## src/rtl/gb_mbc1_rom_bridge_if.sv

```systemverilog
// -----------------------------------------------------------------------------
// gb_mbc1_rom_bridge_if
// Bus bundle between the MBC1 ROM bridge and its surroundings.
//   load_done                         loader finished, SPRAM ownership handover
//   ld_spram_addr/we/cs/d             loader-side SPRAM write port
//   spram_addr/we/cs/d, spram_q       physical SPRAM port (q: 1 clk read latency)
//   gb_addr/rd_n/wr_n/d_in            raw (asynchronous) Game Boy cartridge bus
//   gb_d_out/gb_d_oe                  byte and output enable returned to the GB
// modport slave  : the bridge's view
// modport master : the environment's view (loader, SPRAM, GB bus)
// -----------------------------------------------------------------------------
interface gb_mbc1_rom_bridge_if;
   logic        load_done;
   logic [15:0] ld_spram_addr;
   logic        ld_spram_we;
   logic        ld_spram_cs;
   logic [15:0] ld_spram_d;
   logic [15:0] spram_addr;
   logic        spram_we;
   logic        spram_cs;
   logic [15:0] spram_d;
   logic [15:0] spram_q;
   logic [15:0] gb_addr;
   logic        gb_rd_n;
   logic        gb_wr_n;
   logic [7:0]  gb_d_in;
   logic [7:0]  gb_d_out;
   logic        gb_d_oe;

   modport slave (
      input  load_done, ld_spram_addr, ld_spram_we, ld_spram_cs, ld_spram_d,
      input  spram_q, gb_addr, gb_rd_n, gb_wr_n, gb_d_in,
      output spram_addr, spram_we, spram_cs, spram_d, gb_d_out, gb_d_oe
   );

   modport master (
      output load_done, ld_spram_addr, ld_spram_we, ld_spram_cs, ld_spram_d,
      output spram_q, gb_addr, gb_rd_n, gb_wr_n, gb_d_in,
      input  spram_addr, spram_we, spram_cs, spram_d, gb_d_out, gb_d_oe
   );
endinterface

```

## src/rtl/gb_mbc1_rom_bridge.sv

```systemverilog
// -----------------------------------------------------------------------------
// gb_mbc1_rom_bridge
// Serves Game Boy cartridge ROM reads (0x0000-0x7FFF) out of a 16-bit SPRAM
// and implements MBC1 ROM banking. Until load_done the loader's SPRAM port is
// passed straight through; afterwards this block owns the SPRAM (read only).
// Parameters:
//   ROM_BANKS  number of 16 KiB banks present (2, 4 or 8)
// Ports:
//   clk        system clock
//   reset_n    synchronous active-low reset
//   bus        gb_mbc1_rom_bridge_if.slave (loader, SPRAM and GB bus signals)
// -----------------------------------------------------------------------------
module gb_mbc1_rom_bridge #(
   parameter int ROM_BANKS = 8
) (
   input  logic                  clk,
   input  logic                  reset_n,
   gb_mbc1_rom_bridge_if.slave   bus
);

   localparam int B = $clog2(ROM_BANKS);

   typedef enum logic [1:0] {
      ST_WAIT_LOAD = 2'd0,
      ST_IDLE      = 2'd1,
      ST_FETCH     = 2'd2,
      ST_CAPTURE   = 2'd3
   } state_t;

   // synchroniser stages (_m = metastable first stage, _s = synced copy)
   logic [15:0] addr_m, addr_s;
   logic        rd_n_m, rd_n_s;
   logic        wr_n_m, wr_n_s;
   logic [7:0]  d_in_m, d_in_s;

   logic        wr_n_d_r;
   logic [7:0]  wdat_r;
   logic        wr_rise_s;

   logic [4:0]  bank_lo_r;
   logic [1:0]  bank_hi_r;
   logic        mode_r;
   logic        commit_r;

   logic [6:0]  bank_s;
   logic [B+13:0] byte_addr_s;
   logic [15:0] word_addr_s;
   logic        byte_sel_s;

   state_t      state_r, state_nx;
   logic        fetch_cs_s;
   logic        fetch_sel_r;
   logic [15:0] last_word_r;
   logic        last_sel_r;
   logic [7:0]  gb_d_out_r;
   logic        gb_d_oe_r;

   // bank bits above the ROM size and unused data bits are intentionally dropped
   logic        unused_bits_s;
   assign unused_bits_s = ^{bank_s, wdat_r[7:5]};

   // Two-flop synchronisers for the asynchronous GB bus
   always_ff @(posedge clk) begin
      if (!reset_n) begin
         addr_m <= 16'h0000;
         addr_s <= 16'h0000;
         rd_n_m <= 1'b1;
         rd_n_s <= 1'b1;
         wr_n_m <= 1'b1;
         wr_n_s <= 1'b1;
         d_in_m <= 8'h00;
         d_in_s <= 8'h00;
      end else begin
         addr_m <= bus.gb_addr;
         addr_s <= addr_m;
         rd_n_m <= bus.gb_rd_n;
         rd_n_s <= rd_n_m;
         wr_n_m <= bus.gb_wr_n;
         wr_n_s <= wr_n_m;
         d_in_m <= bus.gb_d_in;
         d_in_s <= d_in_m;
      end
   end

   // Write strobe history and last data byte seen while the strobe was low
   always_ff @(posedge clk) begin
      if (!reset_n) begin
         wr_n_d_r <= 1'b1;
         wdat_r   <= 8'h00;
      end else begin
         wr_n_d_r <= wr_n_s;
         if (!wr_n_s) begin
            wdat_r <= d_in_s;
         end
      end
   end

   assign wr_rise_s = wr_n_s & ~wr_n_d_r;

   // MBC1 bank registers; commit_r flags a committed register write for one clk
   always_ff @(posedge clk) begin
      if (!reset_n) begin
         bank_lo_r <= 5'd1;
         bank_hi_r <= 2'd0;
         mode_r    <= 1'b0;
         commit_r  <= 1'b0;
      end else begin
         commit_r <= 1'b0;
         if (wr_rise_s && !addr_s[15]) begin
            case (addr_s[14:13])
               2'b01: begin
                  // MBC1 quirk: bank 0 cannot be selected in the switchable window
                  bank_lo_r <= (wdat_r[4:0] == 5'd0) ? 5'd1 : wdat_r[4:0];
                  commit_r  <= 1'b1;
               end
               2'b10: begin
                  bank_hi_r <= wdat_r[1:0];
                  commit_r  <= 1'b1;
               end
               2'b11: begin
                  mode_r   <= wdat_r[0];
                  commit_r <= 1'b1;
               end
               default: begin
                  // RAM enable region: no ROM-side effect
               end
            endcase
         end
      end
   end

   // GB address -> SPRAM word address and byte lane; truncation to B bits gives the modulo
   always_comb begin
      bank_s = 7'd0;
      if (addr_s[14]) begin
         bank_s = {bank_hi_r, bank_lo_r};
      end else if (mode_r) begin
         bank_s = {bank_hi_r, 5'd0};
      end else begin
         bank_s = 7'd0;
      end
      byte_addr_s = {bank_s[B-1:0], addr_s[13:0]};
      word_addr_s = 16'(byte_addr_s[B+13:1]);
      byte_sel_s  = byte_addr_s[0];
   end

   // FSM next state and SPRAM chip select
   always_comb begin
      state_nx   = state_r;
      fetch_cs_s = 1'b0;
      if (!bus.load_done) begin
         state_nx = ST_WAIT_LOAD;
      end else begin
         case (state_r)
            ST_WAIT_LOAD: state_nx = ST_FETCH;
            ST_IDLE: begin
               if ((word_addr_s != last_word_r) || (byte_sel_s != last_sel_r) || commit_r) begin
                  state_nx = ST_FETCH;
               end else begin
                  state_nx = ST_IDLE;
               end
            end
            ST_FETCH: begin
               fetch_cs_s = 1'b1;
               state_nx   = ST_CAPTURE;
            end
            ST_CAPTURE: state_nx = ST_IDLE;
            default:    state_nx = ST_WAIT_LOAD;
         endcase
      end
   end

   // FSM state, fetched-address bookkeeping and registered GB outputs
   always_ff @(posedge clk) begin
      if (!reset_n) begin
         state_r     <= ST_WAIT_LOAD;
         fetch_sel_r <= 1'b0;
         last_word_r <= 16'h0000;
         last_sel_r  <= 1'b0;
         gb_d_out_r  <= 8'h00;
         gb_d_oe_r   <= 1'b0;
      end else begin
         state_r <= state_nx;
         if (state_r == ST_FETCH) begin
            // remember what was actually issued; addr_s may move before CAPTURE
            fetch_sel_r <= byte_sel_s;
            last_word_r <= word_addr_s;
         end
         if (state_r == ST_CAPTURE) begin
            gb_d_out_r <= fetch_sel_r ? bus.spram_q[15:8] : bus.spram_q[7:0];
            last_sel_r <= fetch_sel_r;
         end
         // a simultaneous write strobe suppresses the drive
         gb_d_oe_r <= bus.load_done & ~rd_n_s & wr_n_s & ~addr_s[15];
      end
   end

   // SPRAM ownership mux: loader before load_done, read-only FSM afterwards
   always_comb begin
      if (bus.load_done) begin
         bus.spram_addr = word_addr_s;
         bus.spram_we   = 1'b0;
         bus.spram_cs   = fetch_cs_s;
         bus.spram_d    = 16'h0000;
      end else begin
         bus.spram_addr = bus.ld_spram_addr;
         bus.spram_we   = bus.ld_spram_we;
         bus.spram_cs   = bus.ld_spram_cs;
         bus.spram_d    = bus.ld_spram_d;
      end
   end

   assign bus.gb_d_out = gb_d_out_r;
   assign bus.gb_d_oe  = gb_d_oe_r;

endmodule

```

## src/flat_wrapper.sv

```systemverilog
// flat-port wrapper written by rule: the top's interface ports become plain ports
module gb_mbc1_rom_bridge_flat 
#(
   parameter int ROM_BANKS = 8
)
  (clk, reset_n, bus_load_done, bus_ld_spram_addr, bus_ld_spram_we, bus_ld_spram_cs, bus_ld_spram_d, bus_spram_q, bus_gb_addr, bus_gb_rd_n, bus_gb_wr_n, bus_gb_d_in, bus_spram_addr, bus_spram_we, bus_spram_cs, bus_spram_d, bus_gb_d_out, bus_gb_d_oe);
  gb_mbc1_rom_bridge_if bus_i ();
  input  logic clk;
  input  logic reset_n;
  input wire logic [$bits(bus_i.load_done)-1:0] bus_load_done;
  input wire logic [$bits(bus_i.ld_spram_addr)-1:0] bus_ld_spram_addr;
  input wire logic [$bits(bus_i.ld_spram_we)-1:0] bus_ld_spram_we;
  input wire logic [$bits(bus_i.ld_spram_cs)-1:0] bus_ld_spram_cs;
  input wire logic [$bits(bus_i.ld_spram_d)-1:0] bus_ld_spram_d;
  input wire logic [$bits(bus_i.spram_q)-1:0] bus_spram_q;
  input wire logic [$bits(bus_i.gb_addr)-1:0] bus_gb_addr;
  input wire logic [$bits(bus_i.gb_rd_n)-1:0] bus_gb_rd_n;
  input wire logic [$bits(bus_i.gb_wr_n)-1:0] bus_gb_wr_n;
  input wire logic [$bits(bus_i.gb_d_in)-1:0] bus_gb_d_in;
  output wire logic [$bits(bus_i.spram_addr)-1:0] bus_spram_addr;
  output wire logic [$bits(bus_i.spram_we)-1:0] bus_spram_we;
  output wire logic [$bits(bus_i.spram_cs)-1:0] bus_spram_cs;
  output wire logic [$bits(bus_i.spram_d)-1:0] bus_spram_d;
  output wire logic [$bits(bus_i.gb_d_out)-1:0] bus_gb_d_out;
  output wire logic [$bits(bus_i.gb_d_oe)-1:0] bus_gb_d_oe;
  assign bus_i.load_done = bus_load_done;
  assign bus_i.ld_spram_addr = bus_ld_spram_addr;
  assign bus_i.ld_spram_we = bus_ld_spram_we;
  assign bus_i.ld_spram_cs = bus_ld_spram_cs;
  assign bus_i.ld_spram_d = bus_ld_spram_d;
  assign bus_i.spram_q = bus_spram_q;
  assign bus_i.gb_addr = bus_gb_addr;
  assign bus_i.gb_rd_n = bus_gb_rd_n;
  assign bus_i.gb_wr_n = bus_gb_wr_n;
  assign bus_i.gb_d_in = bus_gb_d_in;
  assign bus_spram_addr = bus_i.spram_addr;
  assign bus_spram_we = bus_i.spram_we;
  assign bus_spram_cs = bus_i.spram_cs;
  assign bus_spram_d = bus_i.spram_d;
  assign bus_gb_d_out = bus_i.gb_d_out;
  assign bus_gb_d_oe = bus_i.gb_d_oe;
  gb_mbc1_rom_bridge #(.ROM_BANKS(ROM_BANKS)) u_core (.clk(clk), .reset_n(reset_n), .bus(bus_i));
endmodule
```

## config.mk

```make
export PLATFORM = sky130hd
export DESIGN_NAME = gb_mbc1_rom_bridge_flat
export DESIGN_NICKNAME = d
export VERILOG_FILES = /design/src/rtl/gb_mbc1_rom_bridge_if.sv /design/src/rtl/gb_mbc1_rom_bridge.sv /design/src/flat_wrapper.sv
export SDC_FILE = /design/constraint.sdc
export NUM_CORES = 1
export LEC_CHECK = 0
export ABC_AREA = 1
export BUFFER_PORTS_ARGS = -buffer_cell sky130_fd_sc_hd__buf_2
export CAP_MARGIN = 25
export CORE_ASPECT_RATIO = 0.75
export CORE_UTILIZATION = 40
export CTS_BUF_LIST = sky130_fd_sc_hd__clkbuf_8
export CTS_CLUSTER_DIAMETER = 200
export DETAILED_ROUTE_END_ITERATION = 7
export PLACE_DENSITY = 0.67
export SYNTH_ARGS = -nofsm -noshare
export SYNTH_HDL_FRONTEND = slang
export SYNTH_SLANG_ARGS = --single-unit
```

## constraint.sdc

```tcl
create_clock -name clk -period 1.3 [get_ports clk]
set_clock_uncertainty 0.05 [all_clocks]
set_input_delay 0.065 -clock clk [delete_from_list [all_inputs] [get_ports clk]]
set_output_delay 0.065 -clock clk [all_outputs]
set_load 0.02 [all_outputs]
```

==> impl_results.md, run 1 <==
- CP max FO: 5
- Initial DRC Count: 103
- Synth Area in Simple Gates: 0.227
- Initial antenna violation count: 0
- Die footprint: 0.00881 mm^2
- Total Neg Setup Slack: 0 ps
- Crit end category: flip-flop
- Synth Area in Compound Gates: 0.120
- Die Ht: 81.5 um
- Final Hold Violating Endpoints: 0
- Fin crit share: 0.981
- DP Wirelength: 5320 um
- Worst slew pin tran: 285 ps
- GR Util met3: 0.0579
- All-Layer GR Usage: 0.179
- Critical path class: flip-flop to flip-flop
- GRT met2 Usage: 0.322
- Hold Crit Start: bus_spram_q[14]
- Gr ovfl total: 0
- Clock slew at reported path FFs: 80 ps
- Slew Limit Fails: 0
- Hold WC Path Type: input port to flip-flop
- Status: complete, no violations
- Fmax: 0.784 GHz
- Worst r2r src: u_core.addr_s[14]$_SDFF_PN0_
- Synthesized area per cell: 7.03 um^2
- Drt pass-1 iters: 4
- Antenna Cells: 0
- Most used DFF post-synth: dfxtp_1
- Yosys warnings: 0
- CTS tree: done
- CORE AREA: 0.00802 mm^2
- Num CTS Buffers: 9
- RSZ-0062 raised after global routing: yes
- Syn_nets: 559
- Grt peak-use layer: met2
- R2R setup slack: 30 ps
- Synth Register Bits: 85
- Layout cells sized above 1: 0.290
- First-pass GRT wire length: 12000 um
- Starting Density: 0.421
- Critical R2R Capture: u_core.state_r[1]$_SDFF_PN0_
- Largest family of logic cells by synthesized area: simple AND/OR/NAND/NOR gates
- WP data required: 1500 ps
- IO Port Bufs: 118
- Worst Setup Slack, final: 25.3 ps
- TritonCTS Sinks: 85
- Worst-Skew Late Latency: 350 ps
- Final nets: 716
- Mapped Area: 0.00337 mm^2
- Max H-tree Level: 3
- Die width: 108 um
- Min cycle time layout: 1270 ps
- Post-Synth XOR/XNOR Area: 0.00260
- Largest net degree at the start of global routing: 46
- DRC violations left: 0
- Setup crit start: u_core.addr_s[14]$_SDFF_PN0_
- Clk root buf: clkbuf_8
- Final setup vio count: 0
- Num rows: 28
- Mux cell area share after synthesis: 0
- # IOs: 122
- Vias in the first global route: 2810
- Placer Congestion: 0.808
- Detail Route Antenna Nets: 0
- Reg2reg path depth: 7
- Post-synthesis sequential area ratio: 0.504
- # Max-Cap Violations: 0
- Async S/R FF share, synth: 0
- P&R area growth vs syn: 41.3%
- Relative slew margins: 0.808
- Startpoint types: flip-flop
- Met1 usage: 0.205
- Setup Slack @ Placement: 49.4 ps
- Adder-Cell Fraction of Synth Area: 0
- Drt wl/cell: 10.2 um
- Power per cell area: 1120 mW/mm^2
- Worst setup path end: u_core.state_r[1]$_SDFF_PN0_
- WP data arrival: 1470 ps
- Drt via density: 4.30
- Total Wirelength: 7620 um
- Max clock buf depth: 2
- WHS: 12.2 ps
- Mapped Cells: 480
- Library cells used by synthesis: 23
- Vias: 3210
- Leakage: 2.67 nW
- Peak VDD IR: 0.000688 V
- Post-synth EDFFs: 0
## how the worst min path moves through the flow
stage,cells past startpoint,slack (ps),endpoint
6_report,5,10,u_core.bus.gb_d_out[6]$_SDFFE_PN0P_
5_1_grt,3,20,u_core.state_r[0]$_SDFF_PN0_
4_1_cts,5,0.5,u_core.bus.gb_d_out[3]$_SDFFE_PN0P_
3_5_place_dp,3,200,u_core.addr_m[15]$_SDFF_PN0_
3_3_place_gp,3,190,u_core.d_in_m[3]$_SDFF_PN0_
2_1_floorplan,2,110,u_core.addr_m[0]$_SDFF_PN0_
## logic make-up after synthesis
logic type / Yosys count
AND/OR/NAND/NOR: 189
buffers and inverters: 129
flip-flops: 85
AO/OA/AOI/OAI: 76
XOR/XNOR: 1
## flip-flops by register name, indices dropped and copies added, names as in the netlist
name / count
u_core.d_in_s: 5
u_core.addr_m: 16
u_core.addr_s: 16
u_core.last_sel_r: 1
u_core.wr_n_m: 1
u_core.bus.gb_d_oe: 1
u_core.d_in_m: 5
u_core.wdat_r: 5
u_core.rd_n_s: 1
u_core.rd_n_m: 1
u_core.state_r: 2
u_core.bus.gb_d_out: 8
u_core.wr_n_s: 1
u_core.bank_lo_r: 3
u_core.wr_n_d_r: 1
u_core.fetch_sel_r: 1
u_core.commit_r: 1
u_core.last_word_r: 16
## area by class of cell
class	count	area, um^2
clock buffers	9	124
clock inverters	6	65.1
fillers	745	3250
inverters	110	413
multi-input cells	266	1240
flip-flops and latches	85	1720
well taps	105	131
repair buffers	165	1080
## stage by stage
step	power [W]	utilization	instance area, um^2	instances
after global placement	0.00349	0.518	4160	698
final	0.00533	0.594	4770	746
after global routing	0.00561	0.594	4770	746
after detailed placement	0.00351	0.518	4160	698
after floorplan	0.00323	-	3370	480
after CTS	0.00537	0.585	4700	745
## placed cells by master (no fill, tap or decap), types with 2 or more instances in the layout
| cell type | Yosys | routed |
|---|---|---|
| o21ai_2 | 0 | 3 |
| clkinv_2 | 0 | 2 |
| buf_6 | 0 | 3 |
| buf_12 | 0 | 3 |
| a21oi_1 | 22 | 21 |
| nor2_1 | 40 | 35 |
| nand2_4 | 0 | 2 |
| or2_2 | 4 | 4 |
| nor2_2 | 2 | 6 |
| dfxtp_4 | 0 | 2 |
| buf_2 | 7 | 113 |
| o211ai_1 | 8 | 8 |
| clkinv_4 | 0 | 2 |
| inv_1 | 108 | 104 |
| buf_4 | 0 | 15 |
| o21ai_1 | 1 | 6 |
| dfxtp_2 | 0 | 5 |
| nand2_2 | 1 | 3 |
| dfxtp_1 | 85 | 78 |
| inv_2 | 2 | 6 |
| nand3_1 | 12 | 11 |
| a21oi_2 | 1 | 2 |
| dlygate4sd3_1 | 0 | 31 |
| nand3_2 | 1 | 2 |
| nand2_1 | 125 | 121 |
| o21ai_0 | 44 | 36 |
| clkbuf_8 | 0 | 9 |
## routing by layer
metal,part of all wire,routed length (um)
met5,0,0
met1,0.46,3500
met3,0.067,512
met2,0.47,3570
met4,0.0050,38
## what timing repair did
| action | CTS | global route |
|---|---|---|
| resized for setup | 15 | 31 |
| pin swaps | 3 | 13 |
| setup buffers | 2 | 3 |
| hold endpoints to repair | 28 | 0 |
| setup endpoints to repair | 5 | 10 |
| hold buffers | 31 | 0 |
## cell usage after synthesis (2+ instances only)
| cell type | number | share of area |
|---|---|---|
| buf_2 | 7 | 0.010 |
| nand2_1 | 125 | 0.14 |
| or2_2 | 4 | 0.0074 |
| o211ai_1 | 8 | 0.018 |
| nor2_1 | 40 | 0.044 |
| nor2_2 | 2 | 0.0037 |
| clkbuf_1 | 11 | 0.012 |
| inv_2 | 2 | 0.0022 |
| dfxtp_1 | 85 | 0.50 |
| a21oi_1 | 22 | 0.033 |
| o21ai_0 | 44 | 0.065 |
| inv_1 | 108 | 0.12 |
| nand3_1 | 12 | 0.018 |
## critical path, stage by stage, from the launching register on
cell,delay (ps)
dfxtp_4,380
nand2_2,110
or2_0,140
nand3_1,120
nor2_2,130
nand3_2,120
nand3_2,100
inv_1,40
## report_power, final
part	leakage [nW]	total, W	internal [W]	switching [W]
Sequential	0.701	0.00277	0.00272	0.0000564
Clock	0.0950	0.00178	0.000876	0.000901
Combinational	1.87	0.000780	0.000359	0.000421
Total	2.67	0.00533	0.00395	0.00138
Power figures use the tool's default switching activity.
==> run 2: changes to the inputs <==
--- a/config.mk
+++ b/config.mk
@@ -9,11 +9,12 @@
 export BUFFER_PORTS_ARGS = -buffer_cell sky130_fd_sc_hd__buf_2
 export CAP_MARGIN = 25
 export CORE_ASPECT_RATIO = 0.75
-export CORE_UTILIZATION = 40
+export CORE_UTILIZATION = 51
 export CTS_BUF_LIST = sky130_fd_sc_hd__clkbuf_8
 export CTS_CLUSTER_DIAMETER = 200
 export DETAILED_ROUTE_END_ITERATION = 7
-export PLACE_DENSITY = 0.67
+export GPL_TIMING_DRIVEN = 0
+export PLACE_DENSITY = 0.82
 export SYNTH_ARGS = -nofsm -noshare
 export SYNTH_HDL_FRONTEND = slang
 export SYNTH_SLANG_ARGS = --single-unit
==> impl_results.md, run 2 (synthesis gave the netlist of run 1 again) <==
- Vias in the first global route: 3031
- Status: complete, no violations
- Max clock buf depth: 2
- CORE AREA: 0.00635 mm^2
- Vias: 3357
- Switching power: 0.00138 W
- Hold WC Path Type: input port to flip-flop
- Stages on worst setup path: 5
- Min cycle time layout: 1300 ps
- Reg2reg path depth: 9
- Layout cells sized above 1: 0.282
- Starting Density: 0.531
- Slew Limit Fails: 0
- Combinational share of power: 0.135
- DRC violations left: 0
- TritonCTS Sinks: 85
- Net Sw Frac: 0.243
- Regs by FF count: u_core.addr_m (16), u_core.addr_s (16), u_core.last_word_r (16)
- RSZ-0062 raised after global routing: yes
- Final setup vio count: 0
- Most frequent CP cell: inv_2
- DP Wirelength: 5810 um
- Crit end category: primary output
- Clock power frac: 0.379
- Max H-tree Level: 3
- CP max stage delay: 340 ps
- CP max stage cell: dfxtp_2
- CTS tree: done
- CP max FO: 5
- Relative slew margins: 0.637
- Initial DRC Count: 186
- Peak VDD IR: 0.000748 V
- # IOs: 122
- Reg power frac: 0.486
- Detail Route Antenna Nets: 0
- Gr ovfl total: 0
- Pint: 0.00432 W
- Drt via density: 4.62
- Startpoint types: flip-flop
- First-pass GRT wire length: 13000 um
- Power per cell area: 1210 mW/mm^2
- All-Layer GR Usage: 0.253
- Die Ht: 72.4 um
- Die footprint: 0.00695 mm^2
- Buf+Inv Stages, Crit Path: 3
- Clk root buf: clkbuf_8
- Total Wirelength: 8410 um
- Worst slew pin tran: 545 ps
- Dpl cell area: 0.00406 mm^2
- WP data arrival: 1180 ps
- Power consumption: 0.00571 W
- Drt wl/cell: 11.6 um
- Fillcell total: 481
- Num rows: 25
- Critical path class: flip-flop to primary output
- IO Port Bufs: 117
- Drt pass-1 iters: 4
- Commonest cells after routing, fill and taps aside: 122 x nand2_1, 118 x buf_2, 104 x inv_1, 74 x dfxtp_1, 40 x o21ai_0
- Leakage: 2.65 nW
- Worst-Skew Late Latency: 350 ps
- Hold Crit Depth: 5
- Final nets: 720
- Fmax: 0.772 GHz
- Antenna Cells: 0
- Fin crit share: 0.997
- Initial antenna violation count: 0
- Clock slew at reported path FFs: 80 ps
- # Max-Cap Violations: 0
- Cell Chain, Critical Path: inv_2, nor2_4, inv_2, o21ai_2, buf_6
- Largest net degree at the start of global routing: 15
- Die width: 95.9 um
- Final Hold Violating Endpoints: 0
- Num CTS Buffers: 9
- P&R area growth vs syn: 39.5%
- Commonest non-fill, non-tap cell in the layout: nand2_1
- Placer Congestion: 0.819
- WP data required: 1190 ps
- CP delay by family, top: flip-flops
- Design area: 0.00471 mm^2
## run 2: per-stage QoR
stage	util	setup WS [ps]	hold WS, ps	setup TNS (ps)	std cells
global placement	0.640	-23.5	195	-85.2	678
floorplan	-	112	113	0	480
CTS	0.731	-79.5	0.914	-135	726
global route	0.741	-84.1	16.5	-418	727
finish	0.741	4.02	9.97	0	727
detailed placement	0.640	-77.8	199	-837	678
## run 2: timing repair
item,4_1_cts,5_1_grt
gates resized for setup,15,36
endpoints found under the setup margin,28,38
setup buffers,2,1
endpoints found under the hold margin,28,0
gates cloned,0,0
pin swaps,1,2
hold buffers,30,0
## run 2: cell type report
class | instances | area [um^2] | area share
flip-flops and latches | 85 | 1720 | 0.365
inverters | 110 | 415 | 0.0882
clock inverters | 7 | 115 | 0.0244
well taps | 81 | 101 | 0.0215
clock buffers | 9 | 124 | 0.0263
plain buffers | 19 | 96.3 | 0.0205
repair buffers | 150 | 922 | 0.196
multi-input cells | 266 | 1210 | 0.258
## run 2: worst reg2reg max path: cells and delay by family, from the launching register on
family                 cells  cell delay (ps)
flip-flops                 1              390
buffers and inverters      2              100
AND/OR/NAND/NOR            7              600
## run 2: worst paths after layout
| kind | start | end | slack (ps) |
|---|---|---|---|
| max | u_core.state_r[1]$_SDFF_PN0_ | bus_spram_cs | 4 |
| min | bus_spram_q[11] | u_core.bus.gb_d_out[3]$_SDFFE_PN0P_ | 10 |
| max reg2reg | u_core.addr_s[14]$_SDFF_PN0_ | u_core.state_r[1]$_SDFF_PN0_ | 60 |
| min reg2reg | u_core.rd_n_s$_SDFF_PN1_ | u_core.bus.gb_d_oe$_SDFF_PN0_ | 350 |
## run 2: metal layers
layer  global-route usage  vias to the layer above  routed length (um)
met4                0.104                        0                 105
met2                0.457                      133                4200
met1                0.287                     1463                3490
li1                     -                     1749                   -
met3               0.0587                       12                 606
met5                    0                        -                   0
## run 2: power by group through the flow
stage,Clock (W),Combinational (W),Sequential (W)
after CTS,0.00220,0.000744,0.00277
after global placement,0,0.000640,0.00283
after global routing,0.00232,0.000867,0.00279
final,0.00216,0.000771,0.00278
after floorplan,0,0.000400,0.00283
after detailed placement,0,0.000659,0.00284
==> run 3: changes to the inputs <==
--- a/config.mk
+++ b/config.mk
@@ -8,13 +8,15 @@
 export ABC_AREA = 1
 export BUFFER_PORTS_ARGS = -buffer_cell sky130_fd_sc_hd__buf_2
 export CAP_MARGIN = 25
+export CELL_PAD_IN_SITES_DETAIL_PLACEMENT = 0
+export CELL_PAD_IN_SITES_GLOBAL_PLACEMENT = 1
 export CORE_ASPECT_RATIO = 0.75
-export CORE_UTILIZATION = 51
+export CORE_UTILIZATION = 35
 export CTS_BUF_LIST = sky130_fd_sc_hd__clkbuf_8
 export CTS_CLUSTER_DIAMETER = 200
 export DETAILED_ROUTE_END_ITERATION = 7
 export GPL_TIMING_DRIVEN = 0
-export PLACE_DENSITY = 0.82
+export PLACE_DENSITY_LB_ADDON = 0.1
 export SYNTH_ARGS = -nofsm -noshare
 export SYNTH_HDL_FRONTEND = slang
 export SYNTH_SLANG_ARGS = --single-unit
==> impl_results.md, run 3 (synthesis gave the netlist of run 1 again) <==
- Initial antenna violation count: 0
- Leakage: 2.68 nW
- First-pass GRT wire length: 13400 um
- Critical path class: flip-flop to primary output
- Final setup vio count: 0
- Fmax: 0.773 GHz
- DP Wirelength: 6060 um
- Final nets: 731
- Die Ht: 87.0 um
- Power per cell area: 1100 mW/mm^2
- Hold WC Path Type: input port to flip-flop
- Vias in the first global route: 2878
- Status: complete, no violations
- Design area: 0.00482 mm^2
- Max clock buf depth: 2
- Commonest non-fill, non-tap cell in the layout: nand2_1
- CORE AREA: 0.00920 mm^2
- # IOs: 122
- Worst slew pin tran: 471 ps
- TritonCTS Sinks: 85
- Drt wl/cell: 11.0 um
- Post-layout util: 0.524
- Antenna Cells: 0
- Fin crit share: 0.995
- Power consumption: 0.00531 W
- WP data arrival: 1180 ps
- Clk root buf: clkbuf_8
- Final Hold Violating Endpoints: 0
- WP data required: 1190 ps
- Crit end category: primary output
- DRC violations left: 0
- Max H-tree Level: 3
- Hold Crit Depth: 3
- Vias: 3298
- Dpl cell area: 0.00412 mm^2
- Num CTS Buffers: 9
- P&R area growth vs syn: 42.7%
- IO Port Bufs: 117
- Placer Congestion: 0.777
- Initial DRC Count: 94
- Worst-Skew Late Latency: 360 ps
- Clock slew at reported path FFs: 80 ps
- Layout cells sized above 1: 0.280
- Largest net degree at the start of global routing: 16
- Commonest cells after routing, fill and taps aside: 121 x nand2_1, 117 x buf_2, 104 x inv_1, 74 x dfxtp_1, 40 x nor2_1
- Drt pass-1 iters: 4
- Die footprint: 0.0100 mm^2
- Die width: 115 um
- All-Layer GR Usage: 0.179
- Num rows: 30
- Detail Route Antenna Nets: 0
- Min cycle time layout: 1290 ps
- Peak VDD IR: 0.000570 V
- Total Wirelength: 8640 um
- RSZ-0062 raised after global routing: yes
- Gr ovfl total: 0
- Regs by FF count: u_core.addr_m (16), u_core.addr_s (16), u_core.last_word_r (16)
- Slew Limit Fails: 0
- Startpoint types: flip-flop
- CTS tree: done
- Relative slew margins: 0.686
- # Max-Cap Violations: 0
- Drt via density: 4.20
- Starting Density: 0.367
- Reg2reg path depth: 9
- CP max FO: 3
[run 3: per-layer routing]
| metal | global-route usage | share of wire |
|---|---|---|
| met2 | 0.292 | 0.43 |
| met5 | 0 | 0 |
| met1 | 0.219 | 0.49 |
| met4 | 0.0850 | 0.025 |
| met3 | 0.0480 | 0.056 |
[run 3: worst paths after layout]
path | start | endpoint | slack, ps
hold reg to reg | u_core.addr_m[9]$_SDFF_PN0_ | u_core.addr_s[9]$_SDFF_PN0_ | 360
hold / removal | reset_n | u_core.state_r[0]$_SDFF_PN0_ | 130
setup reg to reg | u_core.addr_s[6]$_SDFF_PN0_ | u_core.state_r[1]$_SDFF_PN0_ | 90
setup / recovery | u_core.state_r[1]$_SDFF_PN0_ | bus_spram_cs | 6
[run 3: stage by stage]
step                instances  setup TNS, ps  hold WS [ps]  setup slack [ps]
finish                    785              0           128              6.44
global route              785           -197           163             -70.7
CTS                       783          -66.7           136             -40.5
detailed placement        725          -2220           200              -112
global placement          725          -2060           195              -121
floorplan                 480              0           113               112
[run 3: power breakdown]
group | switching, W | total [W] | internal, W
registers | 0.0000579 | 0.00278 | 0.00272
clock network | 0.000983 | 0.00174 | 0.000759
logic | 0.000431 | 0.000787 | 0.000356
[run 3: area by class of cell]
| class | count | area [um^2] |
|---|---|---|
| Buffer | 18 | 87.6 |
| Clock buffer | 10 | 138 |
| Clock inverter | 6 | 46.3 |
| Fill cell | 937 | 4380 |
| Inverter | 110 | 415 |
| Multi-Input combinational cell | 266 | 1210 |
| Sequential cell | 85 | 1720 |
| Tap cell | 128 | 160 |
| Timing Repair Buffer | 162 | 1040 |
[run 3: what timing repair did]
action / 4_1_cts / 5_1_grt
pin swaps: 1 / 8
hold buffers: 39 / 0
resized for setup: 23 / 32
endpoints found under the hold margin: 31 / 0
buffers inserted: 4 / 2
setup endpoints to repair: 33 / 37
[run 3: worst max-delay path, stage by stage, from the launching register on]
cell and delay, ps:
dfxtp_2 350, inv_2 50, nor2_4 100, inv_2 50
o21ai_2 140, buf_6 130
